**src/rtl/spi_wb_sequencer.sv**
```systemverilog
// Wishbone master that feeds one byte per SPI transfer and returns the received byte,
// with lost-start retry. Define SPI_SEQ_RX_FIFO_EN for a 4-entry rx FIFO (default: single register).
module spi_wb_sequencer #(
   parameter int START_TIMEOUT = 32,
   parameter int MAX_RETRIES   = 3
) (
   input  logic       CLK_I,
   input  logic       reset,
   input  logic       cmd_valid,
   output logic       cmd_ready,
   input  logic [7:0] cmd_data,
   input  logic [1:0] cmd_cs,
   input  logic       cmd_hold,
   output logic       rx_valid,
   input  logic       rx_ready,
   output logic [7:0] rx_data,
   output logic       err,
   output logic       busy,
   output logic       WE_O,
   output logic       STB_O,
   output logic [7:0] ADR_O,
   output logic [7:0] DAT_O,
   input  logic       ACK_I,
   input  logic       RTY_I,
   input  logic [7:0] DAT_I
);

   localparam logic [2:0] ST_IDLE      = 3'd0;
   localparam logic [2:0] ST_REQ       = 3'd1;
   localparam logic [2:0] ST_WAIT_BUSY = 3'd2;
   localparam logic [2:0] ST_WAIT_DONE = 3'd3;
   localparam logic [2:0] ST_CAPTURE   = 3'd4;

   localparam logic [7:0] TIMEOUT_LIM = 8'(START_TIMEOUT);
   localparam logic [2:0] RETRY_LIM   = 3'(MAX_RETRIES);

   logic [2:0] state;
   logic [7:0] timeout_cnt;
   logic [7:0] timeout_nxt;
   logic [2:0] retry_cnt;
   logic       rx_full;
   logic       rx_push;
   logic       rx_pop;
   logic       cmd_take;

   assign busy      = ~reset & (state != ST_IDLE);
   assign cmd_ready = ~reset & (state == ST_IDLE) & ~rx_full;
   assign cmd_take  = cmd_valid & cmd_ready;
   assign rx_push   = (state == ST_CAPTURE);
   assign rx_pop    = rx_valid & rx_ready;

   // NOTE: every signal written in always_comb gets a default first, so no path leaves it unassigned (no latch).
   always_comb begin
      timeout_nxt = timeout_cnt;
      if (timeout_cnt != 8'hFF) timeout_nxt = timeout_cnt + 8'd1;
   end

   // NOTE: sequential state uses non-blocking assignments so every register sees pre-edge values.
   always_ff @(posedge CLK_I) begin
      if (reset) begin
         state       <= ST_IDLE;
         STB_O       <= 1'b0;
         WE_O        <= 1'b0;
         ADR_O       <= 8'h00;
         DAT_O       <= 8'h00;
         timeout_cnt <= 8'h00;
         retry_cnt   <= 3'd0;
         err         <= 1'b0;
      end else begin
         err <= 1'b0;
         case (state)
            ST_IDLE: begin
               if (cmd_take) begin
                  DAT_O     <= cmd_data;
                  ADR_O     <= {cmd_hold, 5'b0, cmd_cs};
                  retry_cnt <= 3'd0;
                  STB_O     <= 1'b1;
                  WE_O      <= 1'b1;
                  state     <= ST_REQ;
               end
            end
            ST_REQ: begin
               if (ACK_I) begin
                  STB_O       <= 1'b0;
                  WE_O        <= 1'b0;
                  timeout_cnt <= 8'h00;
                  state       <= ST_WAIT_BUSY;
               end
            end
            ST_WAIT_BUSY: begin
               if (RTY_I) begin
                  state <= ST_WAIT_DONE;
               end else begin
                  timeout_cnt <= timeout_nxt;
                  // The write was accepted but the transfer never began: re-issue or give up.
                  if (timeout_nxt >= TIMEOUT_LIM) begin
                     if (retry_cnt < RETRY_LIM) begin
                        retry_cnt <= retry_cnt + 3'd1;
                        STB_O     <= 1'b1;
                        WE_O      <= 1'b1;
                        state     <= ST_REQ;
                     end else begin
                        err   <= 1'b1;
                        state <= ST_IDLE;
                     end
                  end
               end
            end
            ST_WAIT_DONE: begin
               if (!RTY_I) state <= ST_CAPTURE;
            end
            ST_CAPTURE: state <= ST_IDLE;
            default:    state <= ST_IDLE;
         endcase
      end
   end

`ifdef SPI_SEQ_RX_FIFO_EN
   logic [7:0] rx_mem [4];
   logic [1:0] wr_ptr;
   logic [1:0] rd_ptr;
   logic [2:0] rx_count;
   logic [2:0] rx_count_nxt;

   // Commands are only accepted in IDLE, so nothing is in flight when the occupancy is tested.
   assign rx_full = rx_count[2];
   assign rx_data = rx_valid ? rx_mem[rd_ptr] : 8'h00;

   always_comb begin
      rx_count_nxt = rx_count;
      case ({rx_push, rx_pop})
         2'b10:   rx_count_nxt = rx_count + 3'd1;
         2'b01:   rx_count_nxt = rx_count - 3'd1;
         default: rx_count_nxt = rx_count;
      endcase
   end

   // NOTE: the storage array is not reset; only pointers and occupancy are, which is all that defines its contents.
   always_ff @(posedge CLK_I) begin
      if (rx_push) rx_mem[wr_ptr] <= DAT_I;
   end

   always_ff @(posedge CLK_I) begin
      if (reset) begin
         wr_ptr   <= 2'd0;
         rd_ptr   <= 2'd0;
         rx_count <= 3'd0;
         rx_valid <= 1'b0;
      end else begin
         if (rx_push) wr_ptr <= wr_ptr + 2'd1;
         if (rx_pop)  rd_ptr <= rd_ptr + 2'd1;
         rx_count <= rx_count_nxt;
         rx_valid <= (rx_count_nxt != 3'd0);
      end
   end
`else
   logic [7:0] rx_data_q;

   assign rx_full = rx_valid;
   assign rx_data = rx_data_q;

   always_ff @(posedge CLK_I) begin
      if (reset) begin
         rx_valid  <= 1'b0;
         rx_data_q <= 8'h00;
      end else if (rx_push) begin
         rx_valid  <= 1'b1;
         rx_data_q <= DAT_I;
      end else if (rx_pop) begin
         rx_valid <= 1'b0;
      end
   end
`endif

endmodule

```
**config.mk**
```make
export PLATFORM = sky130hd
export DESIGN_NAME = spi_wb_sequencer
export DESIGN_NICKNAME = d
export VERILOG_FILES = /design/src/rtl/spi_wb_sequencer.sv
export SDC_FILE = /design/constraint.sdc
export NUM_CORES = 1
export LEC_CHECK = 0
export ABC_AREA = 1
export CORE_MARGIN = 2
export CORE_UTILIZATION = 45
export CTS_CLUSTER_DIAMETER = 50
export DETAILED_ROUTE_END_ITERATION = 16
export PLACE_DENSITY = 0.78
export SYNTH_ARGS = -nofsm -noshare
export SYNTH_HDL_FRONTEND = slang
export SYNTH_SLANG_ARGS = --single-unit
```
**constraint.sdc**
```tcl
create_clock -name CLK_I -period 3.9 [get_ports CLK_I]
set_clock_uncertainty 0.15 [all_clocks]
set_input_delay 0.78 -clock CLK_I [delete_from_list [all_inputs] [get_ports CLK_I]]
set_output_delay 0.78 -clock CLK_I [all_outputs]
set_load 0.02 [all_outputs]
```
==> run summary <==
The flow ran to the end, and the final reports show no timing, DRC or antenna violations. A synthesized cell averages 6.83 um^2. The startpoint identified for the worst register-to-register timing path is timeout_cnt[0]. Summed over all instances, the cell type with the most area after synthesis is sky130_fd_sc_hd__dfxtp_1.

The fraction of synthesized area in multiplexers is 0. The library cell used most frequently in the layout, excluding fill and tap cells, is sky130_fd_sc_hd__nor2_1. The maximum level of the CTS H-tree is 2, and the number of CTS-inserted buffers is 5. The net count reported at finish was 331. For this block, the initial DRC count from the detailed router was 72. For the data arrival time of the critical path, the log shows 2.30 ns. The fraction of final layout cells sized beyond drive strength 1 was 0.0721; the number of buffers inserted by hold repair at cts was 0. The die is 66.2 um tall. The via count of the routed design came out at 1,709. The tools report the destination of the worst register-to-register timing path as retry_cnt[2]. Summing all multi-input logic gate instances after layout gives 872 um^2. Global-route usage over all layers: 0.189. The number of antenna violations at the first check in global routing came out at 0. The total core area came out at 3690 um^2. The number of global-route vias before repair was 1,522; the static leakage was 0.000971 uW. The register bit count reported by yosys was 36. Post-route DRC violation count: 0. The part of the total power dissipated in combinational logic is 0.459, and the part of the power in the clock network is 0.192. STA classifies the critical path endpoint as an output pin.

The period utilization works out to 0.829. The unique cell type count in the Yosys netlist was 26; the top-area cell type share of the netlist area was 0.414. Remaining max-slew budget at the tightest pin: 0.498. The clock reaches the later pin of the worst-skew pair after 0.28 ns. The logs give 3.79 mm for the wire length reported by the detailed router and 0 for the global-route congestion overflow total.

Compared with the post-synthesis result, the final layout area differs by 33.9%. Entering global routing, the biggest net connects 28 pins. The startpoint kind of the worst setup timing path is a primary input. The dominant combinational cell family by area after synthesis was simple AND/OR/NAND/NOR gates. After routing, the total negative slack on setup checks comes to 0 ns.

In this run the cell area measured after placement is 2240 um^2. The number of vias per cell after detailed routing was 4.84. The maximum clock rate is 309 MHz.

Routability-driven placement finished with a final weighted congestion of 0.838. Data on the critical path is required at its endpoint by 2.97 ns. TritonCTS built the clock tree. The run gives 0.349 as the register share of total power.

The internal portion of total power was 832 uW; the adder-cell share of the synthesized area was 0.0144. The number of max-slew violations in the final report was 0; the area of the die was 4380 um^2. In this run the worst setup path terminates at cmd_ready.

Once detailed placement completed, the half-perimeter wirelength came to 2.80 mm. The net switching fraction of the power came out at 0.408. The top-level I/O count is 55, and the site row count is 22. Time the worst path needs with I/O delays and setup: 3.23 ns. The sequential element share of the synthesized area was 0.414. Post-route antenna net violation count: 0. The run gives 352 as the filler cell count.

The first global-routing pass estimated 6.40 mm of wire. The tool flagged a number of max-cap violations equal to 0. For this run, the number of Yosys warnings is 0. The compound-gate portion of the synthesized area was 0.131; the worst-case reg-to-reg path depth was 10. The clock root buffer was sky130_fd_sc_hd__clkbuf_8. Setup repair after global routing left no endpoint under its margin. From left edge to right edge, the die measures 66.2 um. The analysis attributes to net switching a power of 573 uW.

The tools report the number of instances in the synthesized netlist as 255. Leaving out fill and tap cells, the most frequent cells in the layout are sky130_fd_sc_hd__nor2_1, sky130_fd_sc_hd__nand2_1, sky130_fd_sc_hd__clkdlybuf4s50_1. The number of search-and-repair iterations in the first detailed-routing pass is 4, and the biggest fanout along the worst timing path is 11. The run gives 2330 um^2 as the area of all placed cells without fillers.

The power density relative to cell area was 603 nW/um^2; the number of setup violations in the final report was 0. The post-cts resize count is 0, and the port buffer count is 49. The number of diodes added for antenna fixing was 0; the largest buffer count on any clock path was 2.

The maximum vdd ir drop was 0.264 mV; the worst-margin pin slew was 0.751 ns. The start-to-end type of the worst setup path was in -> out. The clock-pin slew on the worst setup and hold paths is 0.07 ns, and the clock sink count is 36. Across all register-to-register paths, the minimum setup slack is 1.99 ns.

The area fraction in and, or, nand and nor cells after synthesis works out to 0.335. The xor/xnor cell area share of the yosys netlist is 0.0101, and the flip-flop and latch area is 721 um^2. The number of setup buffers added after CTS is 0. The run gives 0.472 as the starting utilization of the core area.

By area the synthesized netlist is led by sky130_fd_sc_hd__dfxtp_1, sky130_fd_sc_hd__nor2_1, sky130_fd_sc_hd__nand2_1. After synthesis the cells add up to 1740 um^2. Type of the worst min-delay path: reg -> reg. For the number of hold-slack violations in the final timing report, the log shows 0.

Tracing the worst setup path back leads to its startpoint at reset. After detailed routing, the average wire length per cell comes to 10.7 um.
-- state kept, by name, summed over array words and instances, names as in the netlist --
name,cells
ADR_O,3
DAT_O,8
STB_O,1
err,1
retry_cnt,3
rx_data,8
rx_valid,1
state,3
timeout_cnt,8
-- stage by stage --
step	hold slack [ns]	instances	utilization	total power (uW)	worst slack (ns)
2_1_floorplan	0.321	259	-	960	1.70
3_3_place_gp	0.299	345	0.608	1130	0.686
3_5_place_dp	0.308	345	0.608	1140	0.661
4_1_cts	0.318	353	0.632	1420	0.662
5_1_grt	0.354	353	0.632	1520	0.578
6_report	0.313	353	0.632	1400	0.666
-- cell families after synthesis --
kind of cell | Yosys count
xor gates and xnor gates | 2
adders and majority gates | 2
other | 1
AOI/OAI and AO/OA | 42
and+or+nand+nor | 135
buffers and inverters | 37
DFF | 36
-- worst min-delay path by stage --
stage,startpoint,endpoint,slack [ns],depth (start not counted)
after floorplan,timeout_cnt[7],timeout_cnt[7],0.32,2
after global placement,STB_O,STB_O,0.30,2
after detailed placement,STB_O,STB_O,0.31,2
after CTS,STB_O,STB_O,0.32,2
after global routing,ADR_O[1],ADR_O[1],0.35,2
final,STB_O,STB_O,0.31,2
-- cell usage after synthesis --
cell	count
sky130_fd_sc_hd__nand2_1	50
sky130_fd_sc_hd__inv_1	20
sky130_fd_sc_hd__buf_4	6
sky130_fd_sc_hd__nor3_4	1
sky130_fd_sc_hd__conb_1	1
sky130_fd_sc_hd__xor2_1	2
sky130_fd_sc_hd__o21bai_1	1
sky130_fd_sc_hd__o21ai_0	17
sky130_fd_sc_hd__nor2_2	2
sky130_fd_sc_hd__o21ai_4	1
sky130_fd_sc_hd__nor3_2	2
sky130_fd_sc_hd__dfxtp_1	36
sky130_fd_sc_hd__nor3_1	3
sky130_fd_sc_hd__a21oi_2	1
sky130_fd_sc_hd__inv_2	5
sky130_fd_sc_hd__o21ai_1	11
sky130_fd_sc_hd__clkinv_1	1
sky130_fd_sc_hd__nor2_4	1
sky130_fd_sc_hd__nand2_2	3
sky130_fd_sc_hd__a21oi_1	11
sky130_fd_sc_hd__ha_1	2
sky130_fd_sc_hd__nor2_1	56
sky130_fd_sc_hd__nand3_1	12
sky130_fd_sc_hd__nand4_1	5
sky130_fd_sc_hd__buf_2	1
sky130_fd_sc_hd__clkbuf_1	4
-- worst max-delay path: stages --
cell	delay, ns
sky130_fd_sc_hd__clkdlybuf4s50_1	0.60
sky130_fd_sc_hd__nor3_2	0.28
sky130_fd_sc_hd__clkdlybuf4s50_1	0.64
-- area by class of cell --
class / count / area share
clock buffers: 8 / 0.0386
inverters: 26 / 0.0419
multi-input cells: 186 / 0.374
flip-flops and latches: 36 / 0.309
well taps: 48 / 0.0258
repair buffers: 49 / 0.210
-- routing by layer --
layer | vias up | share of wire | GRT usage
met2 | 51 | 0.44 | 0.308
li1 | 898 | - | -
met4 | 0 | 0.018 | 0.0689
met5 | - | 0 | 0
met3 | 5 | 0.10 | 0.0852
met1 | 755 | 0.44 | 0.217
-- power groups by stage --
stage	combinational [uW]	clock, uW	sequential [uW]
floorplan	434	0	526
global placement	633	0	496
detailed placement	647	0	498
CTS	651	277	491
global route	722	296	500
finish	645	270	491
(Power assumes the default switching activity.)
